--- config.mk ---
export PLATFORM = sky130hd
export DESIGN_NAME = csr_sample_sequencer
export DESIGN_NICKNAME = d
export VERILOG_FILES = /design/src/rtl/csr_sample_sequencer.sv
export SDC_FILE = /design/constraint.sdc
export NUM_CORES = 1
export LEC_CHECK = 0
export CORE_AREA = 2 2 83 164
export CTS_CLUSTER_SIZE = 8
export DETAILED_ROUTE_END_ITERATION = 10
export DIE_AREA = 0 0 85 166
export PLACE_DENSITY = 0.4
export SETUP_SLACK_MARGIN = 0.2
export SYNTH_ARGS = -nofsm -noshare
export SYNTH_HDL_FRONTEND = slang
export SYNTH_SLANG_ARGS = --single-unit
--- constraint.sdc ---
create_clock -name clk_i -period 9.66 [get_ports clk_i]
set_clock_uncertainty 0.15 [all_clocks]
set_input_delay 0.966 -clock clk_i [delete_from_list [all_inputs] [get_ports clk_i]]
set_output_delay 0.966 -clock clk_i [all_outputs]
set_load 0.02 [all_outputs]
--- src/rtl/csr_sample_sequencer.sv ---
// csr_sample_sequencer
// Latches the sample count (N) and signal-enable mask (M) on an accepted start,
// then streams (sample index, signal id) work items over a valid/ready
// handshake: for each index 0..N-1 it visits every enabled signal in
// ascending id order. It reports busy, a one-cycle done pulse, and a sticky
// overrun flag.
// Optional build macro: CSR_SAMPLE_SEQ_CONTINUOUS_EN adds continuous_i. With
// continuous_i high at the last-item handshake, the run restarts from the
// first item with no bubble and pulses done_o for each completed pass.
module csr_sample_sequencer #(
  parameter int unsigned SAMPLES_WIDTH = 16,
  parameter int unsigned SIGNALS_WIDTH = 8,
  parameter int unsigned SIG_ID_WIDTH  = (SIGNALS_WIDTH > 1) ? $clog2(SIGNALS_WIDTH) : 1
) (
  input  logic                     clk_i,
  input  logic                     rst_ni,
  input  logic [SAMPLES_WIDTH-1:0] samples_csr_i,
  input  logic [SIGNALS_WIDTH-1:0] signals_csr_i,
  input  logic                     start_i,
  input  logic                     abort_i,
`ifdef CSR_SAMPLE_SEQ_CONTINUOUS_EN
  input  logic                     continuous_i,
`endif
  output logic                     smp_valid_o,
  input  logic                     smp_ready_i,
  output logic [SAMPLES_WIDTH-1:0] smp_index_o,
  output logic [SIG_ID_WIDTH-1:0]  smp_signal_o,
  output logic                     smp_last_o,
  output logic                     busy_o,
  output logic                     done_o,
  output logic                     overrun_o
);

  typedef enum logic [1:0] {S_IDLE, S_EMIT, S_DONE} state_t;

  state_t                   state_q;
  logic [SAMPLES_WIDTH-1:0] n_q;
  logic [SIGNALS_WIDTH-1:0] m_q;
  logic [SAMPLES_WIDTH-1:0] index_q;
  logic [SIG_ID_WIDTH-1:0]  id_q;
  logic                     overrun_q;
  logic                     done_q;

  logic                     has_next;
  logic [SIG_ID_WIDTH-1:0]  next_id;
  logic [SIG_ID_WIDTH-1:0]  lo_m;
  logic [SIG_ID_WIDTH-1:0]  lo_csr;
  logic                     last_idx;
  logic                     hs;

  // Bit scans: next enabled id above the current one, and lowest enabled id
  // of the latched and incoming masks. Scanning downward lets the lowest
  // qualifying bit be the final assignment.
  always_comb begin
    has_next = 1'b0;
    next_id  = '0;
    lo_m     = '0;
    lo_csr   = '0;
    for (int unsigned i = SIGNALS_WIDTH; i > 0; i--) begin
      if (m_q[i-1] && ((i - 1) > 32'(id_q))) begin
        has_next = 1'b1;
        next_id  = SIG_ID_WIDTH'(i - 1);
      end
      if (m_q[i-1]) begin
        lo_m = SIG_ID_WIDTH'(i - 1);
      end
      if (signals_csr_i[i-1]) begin
        lo_csr = SIG_ID_WIDTH'(i - 1);
      end
    end
  end

  assign last_idx     = (index_q == (n_q - SAMPLES_WIDTH'(1)));
  assign smp_valid_o  = (state_q == S_EMIT);
  assign hs           = smp_valid_o && smp_ready_i;
  assign smp_index_o  = index_q;
  assign smp_signal_o = id_q;
  assign smp_last_o   = smp_valid_o && last_idx && !has_next;
  assign busy_o       = smp_valid_o;
  assign done_o       = done_q;
  assign overrun_o    = overrun_q;

  // Sequencer state, latched CSRs, item pointer and status flags.
  always_ff @(posedge clk_i or negedge rst_ni) begin
    if (!rst_ni) begin
      state_q   <= S_IDLE;
      n_q       <= '0;
      m_q       <= '0;
      index_q   <= '0;
      id_q      <= '0;
      overrun_q <= 1'b0;
      done_q    <= 1'b0;
    end else begin
      done_q <= 1'b0;
      if (start_i && (state_q != S_IDLE)) begin
        overrun_q <= 1'b1;
      end
      unique case (state_q)
        S_IDLE: begin
          if (start_i) begin
            n_q       <= samples_csr_i;
            m_q       <= signals_csr_i;
            overrun_q <= 1'b0;
            if ((samples_csr_i == '0) || (signals_csr_i == '0)) begin
              state_q <= S_DONE;
              done_q  <= 1'b1;
            end else begin
              index_q <= '0;
              id_q    <= lo_csr;
              state_q <= S_EMIT;
            end
          end
        end
        S_EMIT: begin
          if (hs) begin
            if (has_next) begin
              id_q <= next_id;
            end else if (!last_idx) begin
              index_q <= index_q + SAMPLES_WIDTH'(1);
              id_q    <= lo_m;
            end
`ifdef CSR_SAMPLE_SEQ_CONTINUOUS_EN
            else if (continuous_i) begin
              index_q <= '0;
              id_q    <= lo_m;
              done_q  <= 1'b1;
            end
`endif
            else begin
              state_q <= S_DONE;
              done_q  <= 1'b1;
            end
          end
          // Abort wins over completion: the item may still be consumed,
          // but no done pulse is produced.
          if (abort_i) begin
            state_q <= S_IDLE;
            done_q  <= 1'b0;
          end
        end
        S_DONE: begin
          state_q <= S_IDLE;
        end
        default: begin
          state_q <= S_IDLE;
        end
      endcase
    end
  end

endmodule

; ---- Yosys cells after proc, flatten, opt, wreduce, memory -nomap -nowiden
; Index checks and enable logic that the tools add are counted.
[totals]
register_bits = 47
in_bits = 29
out_inout_bits = 24
elab_cells = 108
[op_classes]
addsub = 2
n_lt_le_gt_ge = 7
eq_ne = 11
mux = 59
n_reduce_logical = 22
[op_table]
columns = operator, count
row1 = $mux W3, 28
row2 = $mux W16, 5
row3 = $pmux W16 S2, 1
row4 = $add A16 B1 Y16 const B, 1
row5 = $eq A16 B16 Y1, 1
row6 = $logic_not A16 Y1, 1
row7 = $mux W1, 16
row8 = $sub A16 B1 Y16 const B, 1
row9 = $gt A3 B3 Y1 const A, 4
row10 = $mux W2, 6
row11 = $logic_and A1 B1 Y1, 11
row12 = $logic_not A8 Y1, 1
row13 = $ne A2 B2 Y1 const B, 4
row14 = $gt A2 B3 Y1 const A, 2
row15 = $ne A3 B2 Y1 const B, 2
row16 = $ne A3 B3 Y1 const B, 2
row17 = $pmux W3 S2, 1
row18 = $reduce_and A6 Y1, 1
row19 = $reduce_and A5 Y1, 1
row20 = $pmux W2 S2, 1
row21 = $reduce_and A4 Y1, 1
row22 = $reduce_bool A2 Y1, 2
row23 = $gt A1 B3 Y1 const A, 1
row24 = $eq A2 B1 Y1 const B, 1
row25 = 6 further kinds, 6

; ---- Logic depth before layout (Yosys ltp)
; Gate-level depths: netlist of run 1.
[depth]
depth_word = 13
depth_mapped = 11
mapped_depth_nobuf = 10

; ---- Worst setup path after synthesis of run 1
; No wires, ideal clock.
[synth_path]
kind = register to output
from = register n_q[3]
to = output smp_last_o
arrival_time_ns = 2.936
required_ns = 8.544
setup_slack_ns = 5.608
path_stages_with_launch = 9
path_buffers = 2
path_cell_list = dfrtp_1 buf_6 or4_4 or3_1 buf_6 o21ai_0 a211oi_4 nand3b_1 nor4b_1
[synth_between]
elab_chain_cells = 4
[synth_lines]
columns = element, line_no
row1 = "start, declared", 37  ; logic [SAMPLES_WIDTH-1:0] n_q;
row2 = "start signal, assigned", 101  ; n_q <= samples_csr_i;
row3 = $sub A16 B1 Y16, 73  ; assign last_idx = (index_q == (n_q - SAMPLES_WIDTH'(1)));
row4 = $eq A16 B16 Y1, 73
row5 = $logic_and A1 B1 Y1 (2 in a row), 78  ; assign smp_last_o = smp_valid_o && last_idx && !has_next;
row6 = "end, declared", 28  ; output logic smp_last_o,
; Every way passes these cells.

; ---- Worst setup path in the final report of run 1
; Ends and elaborated chain as after synthesis.

==> impl_table.tex, run 1 <==
\begin{tabular}{lr}
\hline
Metric & Value \\
\hline
\multicolumn{2}{l}{\textbf{GRT}} \\
\quad Pin count of the biggest net entering global routing & 48 \\
\quad GRT Total Usage & 14.71\% \\
\quad Aggregate global routing overflow & 0 \\
\quad First-pass GRT wire length & 15700 microns \\
\quad Via count of the first global-routing pass & 2784 \\
\quad Initial antenna violation count & 0 \\
\multicolumn{2}{l}{\textbf{Synth}} \\
\quad Mapped Cells & 326 \\
\quad Total nets after synthesis & 357 \\
\quad Ys Warns & 0 \\
\quad Unique cell type count in the Yosys netlist & 57 \\
\quad Seq cells post-synth & 47 \\
\quad Share of flip-flops with an asynchronous set or reset & 100.0\% \\
\quad Number of flops mapped to enable cells by yosys & 0 \\
\quad Post-synthesis cell area & 0.003139 sq mm \\
\quad Dominant synthesized flop cell & sky130\_fd\_sc\_hd\_\_dfrtp\_1 \\
\quad Proportion of synthesized chip area in sequential cells & 37.47\% \\
\quad Syn Area/Cell & 9.630 sq um \\
\multicolumn{2}{l}{\textbf{Power}} \\
\quad Power spent charging and discharging nets & 0.2758 mW \\
\quad Static Leakage & 1.466 nW \\
\quad Switching portion of total power & 36.77\% \\
\quad Clock group share of total power & 28.0\% \\
\quad Internal power summed over all cells & 0.4744 mW \\
\quad Power per unit of standard cell area & 189.6 mW/mm\^{}2 \\
\quad Share of total power in sequential cells & 40.4\% \\
\quad Peak supply drop & 0.08159 mV \\
\quad Combinational fraction of design power & 31.6\% \\
\multicolumn{2}{l}{\textbf{Routing}} \\
\quad Via count & 2719 \\
\quad Detailed-router iteration count before antenna repair & 4 \\
\quad Remaining routing DRC violations & 0 \\
\quad Antenna Violating Nets Remaining & 0 \\
\quad Detailed router's first-iteration violation count & 89 \\
\quad Total Routed Length & 10160 microns \\
\quad Via density per instance & 5.179 \\
\quad Average wire per cell in the routed design & 19.35 microns \\
\multicolumn{2}{l}{\textbf{Timing}} \\
\quad Unrepaired setup endpoints after global routing & false \\
\quad Setup violations, final & 0 \\
\quad Final sum of negative setup slack & 0 ns \\
\quad Highest clock rate & 206.9 MHz \\
\quad Slew Viols, Final & 0 \\
\quad Post-route fraction of the period consumed by the critical path & 50.04\% \\
\quad Slew at the pin closest to its max-slew limit & 0.9689 ns \\
\quad Worst slew margin & 35.14\% \\
\quad Tmin final & 4.834 ns \\
\quad Count of endpoints failing hold in the final timing report & 0 \\
\multicolumn{2}{l}{\textbf{Clocking}} \\
\quad Clock sinks & 47 \\
\quad TritonCTS clock tree & done \\
\quad CTS Buf Count & 5 \\
\quad Setup fix buffers added after clock tree synthesis & 0 \\
\quad \# hold bufs at CTS & 0 \\
\quad Buffer type at the clock tree root & sky130\_fd\_sc\_hd\_\_clkbuf\_16 \\
\quad Clock latency at the later pin of the worst-skew pair & 0.30 ns \\
\quad Htree depth & 2 \\
\quad Post\_cts resized & 0 \\
\quad Clock buffer depth & 2 \\
\quad Clk slew on worst S/H paths & 0.07 ns \\
\multicolumn{2}{l}{\textbf{Layout}} \\
\quad Diode insertion count for antenna repair & 0 \\
\quad Fill count & 1356 \\
\quad Fraction of the core area covered by cells at the end of the flow & 30.62\% \\
\quad Layout-stage area growth over the synthesis result & 26.03\% \\
\quad Final net count & 403 \\
\quad Layout Cell Area excl Fill & 0.003956 sq mm \\
\quad Share of layout cells above drive strength 1 & 15.28\% \\
\multicolumn{2}{l}{\textbf{Run status}} \\
\quad Outcome & finished, final reports clean \\
\multicolumn{2}{l}{\textbf{Die}} \\
\quad Die outline width & 85 microns \\
\quad Standard-cell row count & 59 \\
\quad Core Box Area & 0.01292 sq mm \\
\quad Number of primary I/O pins & 53 \\
\quad Vert. Die Dim & 166 microns \\
\quad Initial core utilization & 24.30\% \\
\quad Total Die Area & 0.01411 sq mm \\
\multicolumn{2}{l}{\textbf{Worst hold path}} \\
\quad Hold path cells & 2 \\
\quad Worst hold path class & reg2reg \\
\multicolumn{2}{l}{\textbf{Setup path}} \\
\quad Critical-path maximum fanout & 9 \\
\quad Worst Setup Start Kind & flop \\
\quad Kind of end point of the critical path & primary output \\
\quad Length in cells of the worst reg-to-reg path & 8 \\
\quad Arrival time at the worst endpoint & 3.72 ns \\
\quad Class of the most critical setup path & reg2out \\
\quad Critical path data required time & 8.54 ns \\
\multicolumn{2}{l}{\textbf{Placed design}} \\
\quad Post-place instance area & 0.003782 sq mm \\
\quad Count of buffers from port buffering & 52 \\
\quad Final RePlAce weighted congestion & 0.8033 \\
\quad Detailed-placement wirelength estimate & 7851 microns \\
\multicolumn{2}{l}{\textbf{Flow run}} \\
\quad Number of maximum-capacitance violations & 0 \\
\hline
\end{tabular}
-- stage by stage --
| stage | instances | power [mW] | hold WS, ns | worst slack [ns] |
|---|---|---|---|---|
| after CTS | 525 | 0.7612 | 0.3606 | 4.837 |
| after floorplan | 326 | 0.4451 | 0.3508 | 5.608 |
| after detailed placement | 517 | 0.5460 | 0.3349 | 5.181 |
| after global routing | 525 | 0.7939 | 0.4434 | 4.666 |
| after global placement | 517 | 0.5432 | 0.3411 | 5.138 |
| final | 525 | 0.7502 | 0.3582 | 4.826 |
-- state kept, by name, summed over array words and instances, names as in the netlist, named ones only --
signal	count
n_q	16
smp_index_o	16
m_q	8
smp_signal_o	3
state_q	2
done_o	1
-- metal layers --
| metal | track usage [%] | share of wire [%] | up-vias | wire length [microns] |
|---|---|---|---|---|
| li1 | - | - | 1293 | - |
| met1 | 12.99 | 33 | 1333 | 3341 |
| met2 | 30.03 | 60 | 69 | 6055 |
| met3 | 1.839 | 2.7 | 24 | 273 |
| met4 | 8.075 | 4.8 | 0 | 488 |
| met5 | 0 | 0 | - | 0 |
-- worst paths after layout --
| path | from | slack, ns | end |
|---|---|---|---|
| worst max-delay path | n_q[3] | 4.83 | smp_last_o |
| worst min-delay path | flop | 0.36 | flop |
| worst max register to register | n_q[3] | 5.69 | smp_index_o[5] |
| worst min register to register | flop | 0.36 | flop |
| max in group asynchronous | rst_ni | 8.28 | m_q[4] |
| min in group asynchronous | rst_ni | 0.62 | done_o |
-- worst max-delay path, cell delays in order, from the launching register on --
cell and delay [ns]:
sky130_fd_sc_hd__dfrtp_1 0.47, sky130_fd_sc_hd__or4_4 0.58, sky130_fd_sc_hd__or3_1 0.48, sky130_fd_sc_hd__o21ai_0 0.34, sky130_fd_sc_hd__a211oi_4 0.13, sky130_fd_sc_hd__nand3b_1 0.18, sky130_fd_sc_hd__nor4b_1 0.52, sky130_fd_sc_hd__clkdlybuf4s50_1 0.72
-- cell type report --
type / count / area (sq um) / area share [%]
sequential: 47 / 1176 / 29.73
multi-input combinational: 251 / 1833 / 46.33
clock buffer: 6 / 138.9 / 3.510
inverter: 12 / 45.04 / 1.139
clock inverter: 2 / 35.03 / 0.8855
tap: 152 / 190.2 / 4.807
timing repair buffer: 55 / 538.0 / 13.60
-- cell families (layout without fill, tap and decap cells) --
group,after synthesis,count (layout),share of synthesized area [%]
adders and majority gates,2,2,0.7970
buffers and inverters,28,75,4.304
AOI/OAI and AO/OA,72,72,18.97
muxes,27,27,9.645
DFF,47,47,37.47
and+or+nand+nor,126,126,22.12
xor gates and xnor gates,24,24,6.696
-- layout by cell type (no fill, tap or decap), types with 3 or more instances in the layout --
cell and n:
sky130_fd_sc_hd__buf_4 3, sky130_fd_sc_hd__xor2_1 9, sky130_fd_sc_hd__nor3b_1 4, sky130_fd_sc_hd__dfrtp_1 47, sky130_fd_sc_hd__mux2_2 25, sky130_fd_sc_hd__nand3b_1 3, sky130_fd_sc_hd__nand3_1 12, sky130_fd_sc_hd__nand2_1 22
sky130_fd_sc_hd__clkbuf_16 5, sky130_fd_sc_hd__and2_1 3, sky130_fd_sc_hd__o21bai_1 5, sky130_fd_sc_hd__nor2_1 32, sky130_fd_sc_hd__o21ai_0 16, sky130_fd_sc_hd__a21o_1 6, sky130_fd_sc_hd__inv_1 12, sky130_fd_sc_hd__o31ai_1 5
sky130_fd_sc_hd__nor4_1 9, sky130_fd_sc_hd__clkdlybuf4s50_1 51, sky130_fd_sc_hd__a21oi_1 12, sky130_fd_sc_hd__nor3_1 8, sky130_fd_sc_hd__xnor2_1 15, sky130_fd_sc_hd__nor2b_1 8, sky130_fd_sc_hd__nand4_1 4, sky130_fd_sc_hd__a2111oi_2 8
sky130_fd_sc_hd__nand2b_1 3
-- cells in the mapped netlist (all sizes together) (2+ instances only) --
cell	instances	area [sq um]
o21bai	5	37.54
o31ai	5	37.54
dfrtp	47	1176
xor2	9	78.83
o21ai	16	80.08
and3b	3	27.53
a21o	6	45.04
nor3	8	40.04
nor3b	5	37.54
nand2b	3	18.77
nor4	9	56.30
nor2b	8	50.05
or4	4	37.53
a21oi	13	68.82
inv	12	45.04
a211oi	3	35.03
o211a	2	20.02
or3	2	12.51
ha	2	25.02
clkbuf	9	33.78
xnor2	15	131.4
buf	7	56.30
nand3b	3	22.52
nand3	12	60.06
nand4	4	25.02
nor4b	3	41.29
nand2	22	82.58
o32ai	2	17.52
a2111oi	9	147.7
mux2	26	292.8
nor2	32	120.1
and2	3	18.77
a311oi	2	17.52
-- power by group through the flow --
stage | clock network (mW) | registers (mW) | logic (mW)
floorplan | 0 | 0.280 | 0.165
global placement | 0 | 0.306 | 0.238
detailed placement | 0 | 0.307 | 0.239
CTS | 0.218 | 0.303 | 0.241
global route | 0.223 | 0.309 | 0.262
finish | 0.210 | 0.303 | 0.237
No activity file was read; power rests on OpenSTA's default activity.
==> run 2, diff against run 1 <==
Settings changed: PLACE_DENSITY 0.4 to 0.41.
Clock period 9.66 ns to 4.2 ns, I/O delays scaled along.
==> impl_table.tex, run 2 (synthesis gave the netlist of run 1 again) <==
\begin{tabular}{lr}
\hline
Metric & Value \\
\hline
\multicolumn{2}{l}{\textbf{Run status}} \\
\quad Outcome & finished, final reports clean \\
\multicolumn{2}{l}{\textbf{Timing}} \\
\quad Count of endpoints failing hold in the final timing report & 0 \\
\quad Worst slew margin & 56.16\% \\
\quad Final sum of negative setup slack & 0 ns \\
\quad Tmin final & 3.638 ns \\
\quad Setup violations, final & 0 \\
\quad Post-route fraction of the period consumed by the critical path & 86.62\% \\
\quad Slew at the pin closest to its max-slew limit & 0.6577 ns \\
\quad Unrepaired setup endpoints after global routing & false \\
\quad Highest clock rate & 274.9 MHz \\
\quad Slew Viols, Final & 0 \\
\multicolumn{2}{l}{\textbf{Clocking}} \\
\quad TritonCTS clock tree & done \\
\quad Clock sinks & 47 \\
\quad Clock latency at the later pin of the worst-skew pair & 0.29 ns \\
\quad CTS Buf Count & 5 \\
\quad Buffer type at the clock tree root & sky130\_fd\_sc\_hd\_\_clkbuf\_16 \\
\quad Clk slew on worst S/H paths & 0.07 ns \\
\quad \# hold bufs at CTS & 0 \\
\quad Clock buffer depth & 2 \\
\quad Htree depth & 2 \\
\multicolumn{2}{l}{\textbf{Routing}} \\
\quad Average wire per cell in the routed design & 18.70 microns \\
\quad Detailed router's first-iteration violation count & 92 \\
\quad Detailed-router iteration count before antenna repair & 4 \\
\quad Total Routed Length & 9949 microns \\
\quad Via count & 2701 \\
\quad Via density per instance & 5.077 \\
\quad Remaining routing DRC violations & 0 \\
\quad Antenna Violating Nets Remaining & 0 \\
\multicolumn{2}{l}{\textbf{Layout}} \\
\quad Layout-stage area growth over the synthesis result & 28.74\% \\
\quad Top library cells by usage in the layout, fill and taps aside & sky130\_fd\_sc\_hd\_\_clkdlybuf4s50\_1, sky130\_fd\_sc\_hd\_\_dfrtp\_1, sky130\_fd\_sc\_hd\_\_nor2\_1 \\
\quad Diode insertion count for antenna repair & 0 \\
\quad Final cell count without fillers & 532 \\
\quad Layout Cell Area excl Fill & 0.004041 sq mm \\
\quad Final net count & 410 \\
\quad Leading cell type in the layout, fill and taps excluded & sky130\_fd\_sc\_hd\_\_clkdlybuf4s50\_1 \\
\quad Share of layout cells above drive strength 1 & 18.42\% \\
\quad Fill count & 1371 \\
\multicolumn{2}{l}{\textbf{Placed design}} \\
\quad Placed cell count & 523 \\
\quad Final RePlAce weighted congestion & 0.8349 \\
\quad Detailed-placement wirelength estimate & 7850 microns \\
\quad Count of buffers from port buffering & 52 \\
\quad Post-place instance area & 0.003827 sq mm \\
\multicolumn{2}{l}{\textbf{Setup path}} \\
\quad Worst Setup Start Kind & flop \\
\quad Crit-path slowest cell & sky130\_fd\_sc\_hd\_\_or4\_4 \\
\quad Critical path, cell by cell & or4\_4, or3\_4, or4\_4, o2111ai\_2, buf\_4, nor4b\_4, buf\_4, a2111oi\_4, or4b\_1, nand2\_1 \\
\quad Kind of end point of the critical path & flop \\
\quad Class of the most critical setup path & reg2reg \\
\quad Critical-path maximum fanout & 11 \\
\quad Maximum cell stage delay along the critical path & 0.54 ns \\
\quad Critical path data required time & 4.28 ns \\
\quad Arrival time at the worst endpoint & 3.72 ns \\
\multicolumn{2}{l}{\textbf{Die}} \\
\quad Number of primary I/O pins & 53 \\
\quad Core Box Area & 0.01292 sq mm \\
\quad Die outline width & 85 microns \\
\quad Total Die Area & 0.01411 sq mm \\
\quad Initial core utilization & 24.30\% \\
\quad Standard-cell row count & 59 \\
\quad Vert. Die Dim & 166 microns \\
\multicolumn{2}{l}{\textbf{GRT}} \\
\quad First-pass GRT wire length & 16010 microns \\
\quad Via count of the first global-routing pass & 2950 \\
\quad Initial antenna violation count & 0 \\
\quad Aggregate global routing overflow & 0 \\
\quad GRT Total Usage & 14.77\% \\
\quad Pin count of the biggest net entering global routing & 48 \\
\multicolumn{2}{l}{\textbf{Power}} \\
\quad Static Leakage & 1.522 nW \\
\quad Overall power & 1.727 mW \\
\quad Power per unit of standard cell area & 427.4 mW/mm\^{}2 \\
\quad Peak supply drop & 0.2720 mV \\
\multicolumn{2}{l}{\textbf{Worst hold path}} \\
\quad Worst hold path class & in2async \\
\multicolumn{2}{l}{\textbf{Flow run}} \\
\quad Number of maximum-capacitance violations & 0 \\
\hline
\end{tabular}
run 2: changes by cell type in the layout (fill, tap and decap cells not counted), sizes merged:
cell,delta
dlymetal6s2s,+1
clkdlybuf4s50,-1
buf,+7
run 2: final timing paths:
path	startpoint	endpoint	slack, ns	depth (start not counted)
worst min-delay path	rst_ni	done_o	0.08	2
worst max-delay path	n_q[5]	smp_index_o[9]	0.56	10
worst max register to register	n_q[5]	smp_index_o[9]	0.56	10
min in group clk_i	flop	flop	0.36	2
worst min register to register	flop	flop	0.36	2
max in group asynchronous	rst_ni	n_q[10]	3.37	2
run 2: power by group:
part / total [mW] / switching (mW) / internal (mW)
combinational: 0.580 / 0.303 / 0.277
sequential: 0.670 / 0.140 / 0.530
clock: 0.477 / 0.181 / 0.296
run 2: metrics by stage:
| step | worst slack, ns | utilization (%) | hold slack (ns) |
|---|---|---|---|
| floorplan | 0.4762 | - | -0.02559 |
| global route | 0.4181 | 31.28 | 0.1423 |
| global placement | 0.3683 | 29.63 | 0.3430 |
| CTS | 0.2082 | 31.10 | 0.1167 |
| detailed placement | 0.3886 | 29.63 | 0.3437 |
| finish | 0.5618 | 31.28 | 0.08152 |
run 2: layout make-up:
type                    count  area, sq um  share of cell area (%)
flip-flops and latches     47         1176                   29.10
clock buffers               6        138.9                   3.437
inverters                  12        45.04                   1.115
multi-input cells         251         1863                   46.10
repair buffers             62        593.1                   14.67
well taps                 152        190.2                   4.706
clock inverters             2        35.03                  0.8669
run 2: what timing repair did:
item                                    CTS  global route
pin swaps                                 0             1
endpoints found under the setup margin    1             1
gates resized for setup                   4             4
setup buffers                             0             1
run 2: routing by layer:
layer / GRT usage (%) / up-vias / share of wire (%)
met5: 0 / - / 0
met4: 6.280 / 0 / 3.3
li1: - / 1307 / -
met3: 1.491 / 18 / 1.9
met2: 30.33 / 50 / 62
met1: 13.93 / 1326 / 33
run 2: critical path: cells and delay by family (launching register included):
kind	cells	cell delay (ns)
buf+inv	2	0.38
simple gates	6	2.09
compound gates	2	0.54
flops	1	0.42
==> run 3, diff against run 2 <==
Settings changed: ABC_AREA set to 1, CORE_AREA 2 2 83 164 to 2 2 86 170, DIE_AREA 0 0 85 166 to 0 0 88 172.
==> impl_table.tex, run 3 <==
\begin{tabular}{lr}
\hline
Metric & Value \\
\hline
\multicolumn{2}{l}{\textbf{Synth}} \\
\quad Share of flip-flops with an asynchronous set or reset & 100.0\% \\
\quad Leading cell types by total area after synthesis & sky130\_fd\_sc\_hd\_\_dfrtp\_1, sky130\_fd\_sc\_hd\_\_nand2\_1, sky130\_fd\_sc\_hd\_\_inv\_1 \\
\quad Biggest area consumer among synthesized cells & sky130\_fd\_sc\_hd\_\_dfrtp\_1 \\
\quad Dominant synthesized flop cell & sky130\_fd\_sc\_hd\_\_dfrtp\_1 \\
\quad Number of flops mapped to enable cells by yosys & 0 \\
\quad Post-synthesis cell area & 0.003390 sq mm \\
\quad Seq cells post-synth & 47 \\
\quad Mapped Cells & 507 \\
\quad Most used standard cell by instance count after synthesis & sky130\_fd\_sc\_hd\_\_nand2\_1 \\
\quad Total nets after synthesis & 538 \\
\quad Proportion of synthesized chip area in sequential cells & 34.70\% \\
\quad Syn Area/Cell & 6.685 sq um \\
\quad Most numerous cell types in the synthesized netlist & sky130\_fd\_sc\_hd\_\_nand2\_1, sky130\_fd\_sc\_hd\_\_inv\_1, sky130\_fd\_sc\_hd\_\_dfrtp\_1 \\
\quad Unique cell type count in the Yosys netlist & 34 \\
\quad Top-area cell type share of the netlist area & 34.70\% \\
\quad Ys Warns & 0 \\
\multicolumn{2}{l}{\textbf{Routing}} \\
\quad Detailed-router iteration count before antenna repair & 4 \\
\quad Total Routed Length & 11030 microns \\
\quad Average wire per cell in the routed design & 14.74 microns \\
\quad Detailed router's first-iteration violation count & 116 \\
\quad Antenna Violating Nets Remaining & 0 \\
\quad Via density per instance & 4.440 \\
\quad Via count & 3321 \\
\quad Remaining routing DRC violations & 0 \\
\multicolumn{2}{l}{\textbf{Timing}} \\
\quad Post-route fraction of the period consumed by the critical path & 84.79\% \\
\quad Worst slew margin & 55.76\% \\
\quad Unrepaired setup endpoints after global routing & false \\
\quad Highest clock rate & 280.8 MHz \\
\quad Slew Viols, Final & 0 \\
\quad Final sum of negative setup slack & 0 ns \\
\quad Slew at the pin closest to its max-slew limit & 0.6636 ns \\
\quad Tmin final & 3.561 ns \\
\quad Count of endpoints failing hold in the final timing report & 0 \\
\quad Worst hold slack & 0.08511 ns \\
\quad Post-route worst setup slack & 0.6387 ns \\
\quad Setup violations, final & 0 \\
\multicolumn{2}{l}{\textbf{Clocking}} \\
\quad Clk slew on worst S/H paths & 0.07 ns \\
\quad Post\_cts resized & 0 \\
\quad CTS Buf Count & 5 \\
\quad Htree depth & 2 \\
\quad TritonCTS clock tree & done \\
\quad Clock latency at the later pin of the worst-skew pair & 0.30 ns \\
\quad Setup fix buffers added after clock tree synthesis & 0 \\
\quad Clock buffer depth & 2 \\
\quad \# hold bufs at CTS & 0 \\
\quad Clock sinks & 47 \\
\quad Buffer type at the clock tree root & sky130\_fd\_sc\_hd\_\_clkbuf\_16 \\
\multicolumn{2}{l}{\textbf{Setup path}} \\
\quad CP dominant cell by count & sky130\_fd\_sc\_hd\_\_nand2\_1 \\
\quad Kind of end point of the critical path & primary output \\
\quad Cell family contributing the most delay on the critical path & simple AND/OR/NAND/NOR gates \\
\quad Worst Setup Start Kind & flop \\
\quad Maximum cell stage delay along the critical path & 0.63 ns \\
\quad Crit-path slowest cell & sky130\_fd\_sc\_hd\_\_clkdlybuf4s50\_1 \\
\quad Critical path data required time & 3.63 ns \\
\quad Critical-path maximum fanout & 7 \\
\quad CP bufs+invs & 3 \\
\quad Class of the most critical setup path & reg2out \\
\quad Arrival time at the worst endpoint & 2.99 ns \\
\quad Critical path, cell by cell & inv\_1, ha\_1, nand2\_2, nor2\_4, nand2\_1, nand2\_1, nand2\_1, inv\_1, nand3\_1, nor3\_1, nand3\_1, nor3\_1, clkdlybuf4s50\_1 \\
\multicolumn{2}{l}{\textbf{Power}} \\
\quad Peak supply drop & 0.2297 mV \\
\quad Power per unit of standard cell area & 596.3 mW/mm\^{}2 \\
\quad Static Leakage & 1.973 nW \\
\multicolumn{2}{l}{\textbf{Die}} \\
\quad Die outline width & 88 microns \\
\quad Initial core utilization & 24.54\% \\
\quad Total Die Area & 0.01514 sq mm \\
\quad Number of primary I/O pins & 53 \\
\quad Core Box Area & 0.01381 sq mm \\
\quad Standard-cell row count & 61 \\
\quad Vert. Die Dim & 172 microns \\
\multicolumn{2}{l}{\textbf{GRT}} \\
\quad Pin count of the biggest net entering global routing & 48 \\
\quad Via count of the first global-routing pass & 3405 \\
\quad GRT Total Usage & 15.39\% \\
\quad Aggregate global routing overflow & 0 \\
\quad Initial antenna violation count & 0 \\
\quad First-pass GRT wire length & 17260 microns \\
\multicolumn{2}{l}{\textbf{Worst hold path}} \\
\quad Worst hold path class & in2async \\
\multicolumn{2}{l}{\textbf{Run status}} \\
\quad Outcome & finished, final reports clean \\
\multicolumn{2}{l}{\textbf{Layout}} \\
\quad Layout-stage area growth over the synthesis result & 25.80\% \\
\quad Final net count & 589 \\
\quad Fill count & 1558 \\
\quad Layout Cell Area excl Fill & 0.004264 sq mm \\
\quad Diode insertion count for antenna repair & 0 \\
\quad Leading cell type in the layout, fill and taps excluded & sky130\_fd\_sc\_hd\_\_nand2\_1 \\
\quad Share of layout cells above drive strength 1 & 8.587\% \\
\quad Top library cells by usage in the layout, fill and taps aside & sky130\_fd\_sc\_hd\_\_nand2\_1, sky130\_fd\_sc\_hd\_\_inv\_1, sky130\_fd\_sc\_hd\_\_clkdlybuf4s50\_1 \\
\multicolumn{2}{l}{\textbf{Placed design}} \\
\quad Final RePlAce weighted congestion & 0.8988 \\
\quad Post-place instance area & 0.004090 sq mm \\
\quad Detailed-placement wirelength estimate & 8967 microns \\
\quad Count of buffers from port buffering & 52 \\
\quad Worst-case setup slack after placement & 0.9674 ns \\
\multicolumn{2}{l}{\textbf{Flow run}} \\
\quad Number of maximum-capacitance violations & 0 \\
\hline
\end{tabular}
==> run 3: cell types whose count changed after synthesis, moves of 13 or more <==
cell	delta
sky130_fd_sc_hd__inv_1	+56
sky130_fd_sc_hd__o21ai_0	+16
sky130_fd_sc_hd__mux2_2	-25
sky130_fd_sc_hd__nor2_1	+13
sky130_fd_sc_hd__nand3_1	+31
sky130_fd_sc_hd__nand2_1	+133
sky130_fd_sc_hd__o21ai_2	+14
==> run 3: power by group <==
part	internal, mW	switching, mW	leakage (nW)
clock	0.297	0.186	0.0868
combinational	0.441	0.834	1.28
sequential	0.597	0.188	0.608
==> run 3: layer usage <==
metal	vias up	track usage, %	share of wire (%)
li1	1714	-	-
met1	1535	14.21	35
met2	61	32.48	61
met3	11	1.384	2.1
met4	0	5.819	2.1
met5	-	0	0
==> run 3: cell type report <==
class	instances	area [sq um]	share of cell area, %
Clock inverter	2	35.03	0.8216
Multi-Input combinational cell	380	1881	44.10
Timing Repair Buffer	55	538.0	12.62
Inverter	69	259.0	6.074
Sequential cell	47	1176	27.58
Clock buffer	6	138.9	3.257
Tap cell	189	236.5	5.546
==> run 3: stage by stage <==
step	utilization, %	instances	total power [mW]
after floorplan	-	507	1.692
after global routing	30.87	748	2.777
after CTS	30.87	748	2.586
final	30.87	748	2.543
after detailed placement	29.61	740	2.089
after global placement	29.61	740	2.081
==> run 3: cell families (layout without fill, tap and decap cells) <==
kind of cell	Yosys count	in the layout	synth area share, %
AOI/OAI and AO/OA	62	62	11.00
xor gates and xnor gates	20	20	5.168
adders and majority gates	2	2	0.7382
buffers and inverters	80	132	9.819
DFF	47	47	34.70
and+or+nand+nor	296	296	38.58
==> run 3: worst paths after layout <==
check / startpoint / end / slack, ns / depth (start not counted)
max: n_q[0] / smp_last_o / 0.64 / 13
min: rst_ni / m_q[6] / 0.09 / 2
max reg2reg: n_q[0] / smp_index_o[0] / 1.51 / 14
min reg2reg: m_q[0] / m_q[0] / 0.34 / 2
max in group asynchronous: rst_ni / smp_index_o[1] / 3.36 / 2
min in group clk_i: m_q[0] / m_q[0] / 0.34 / 2
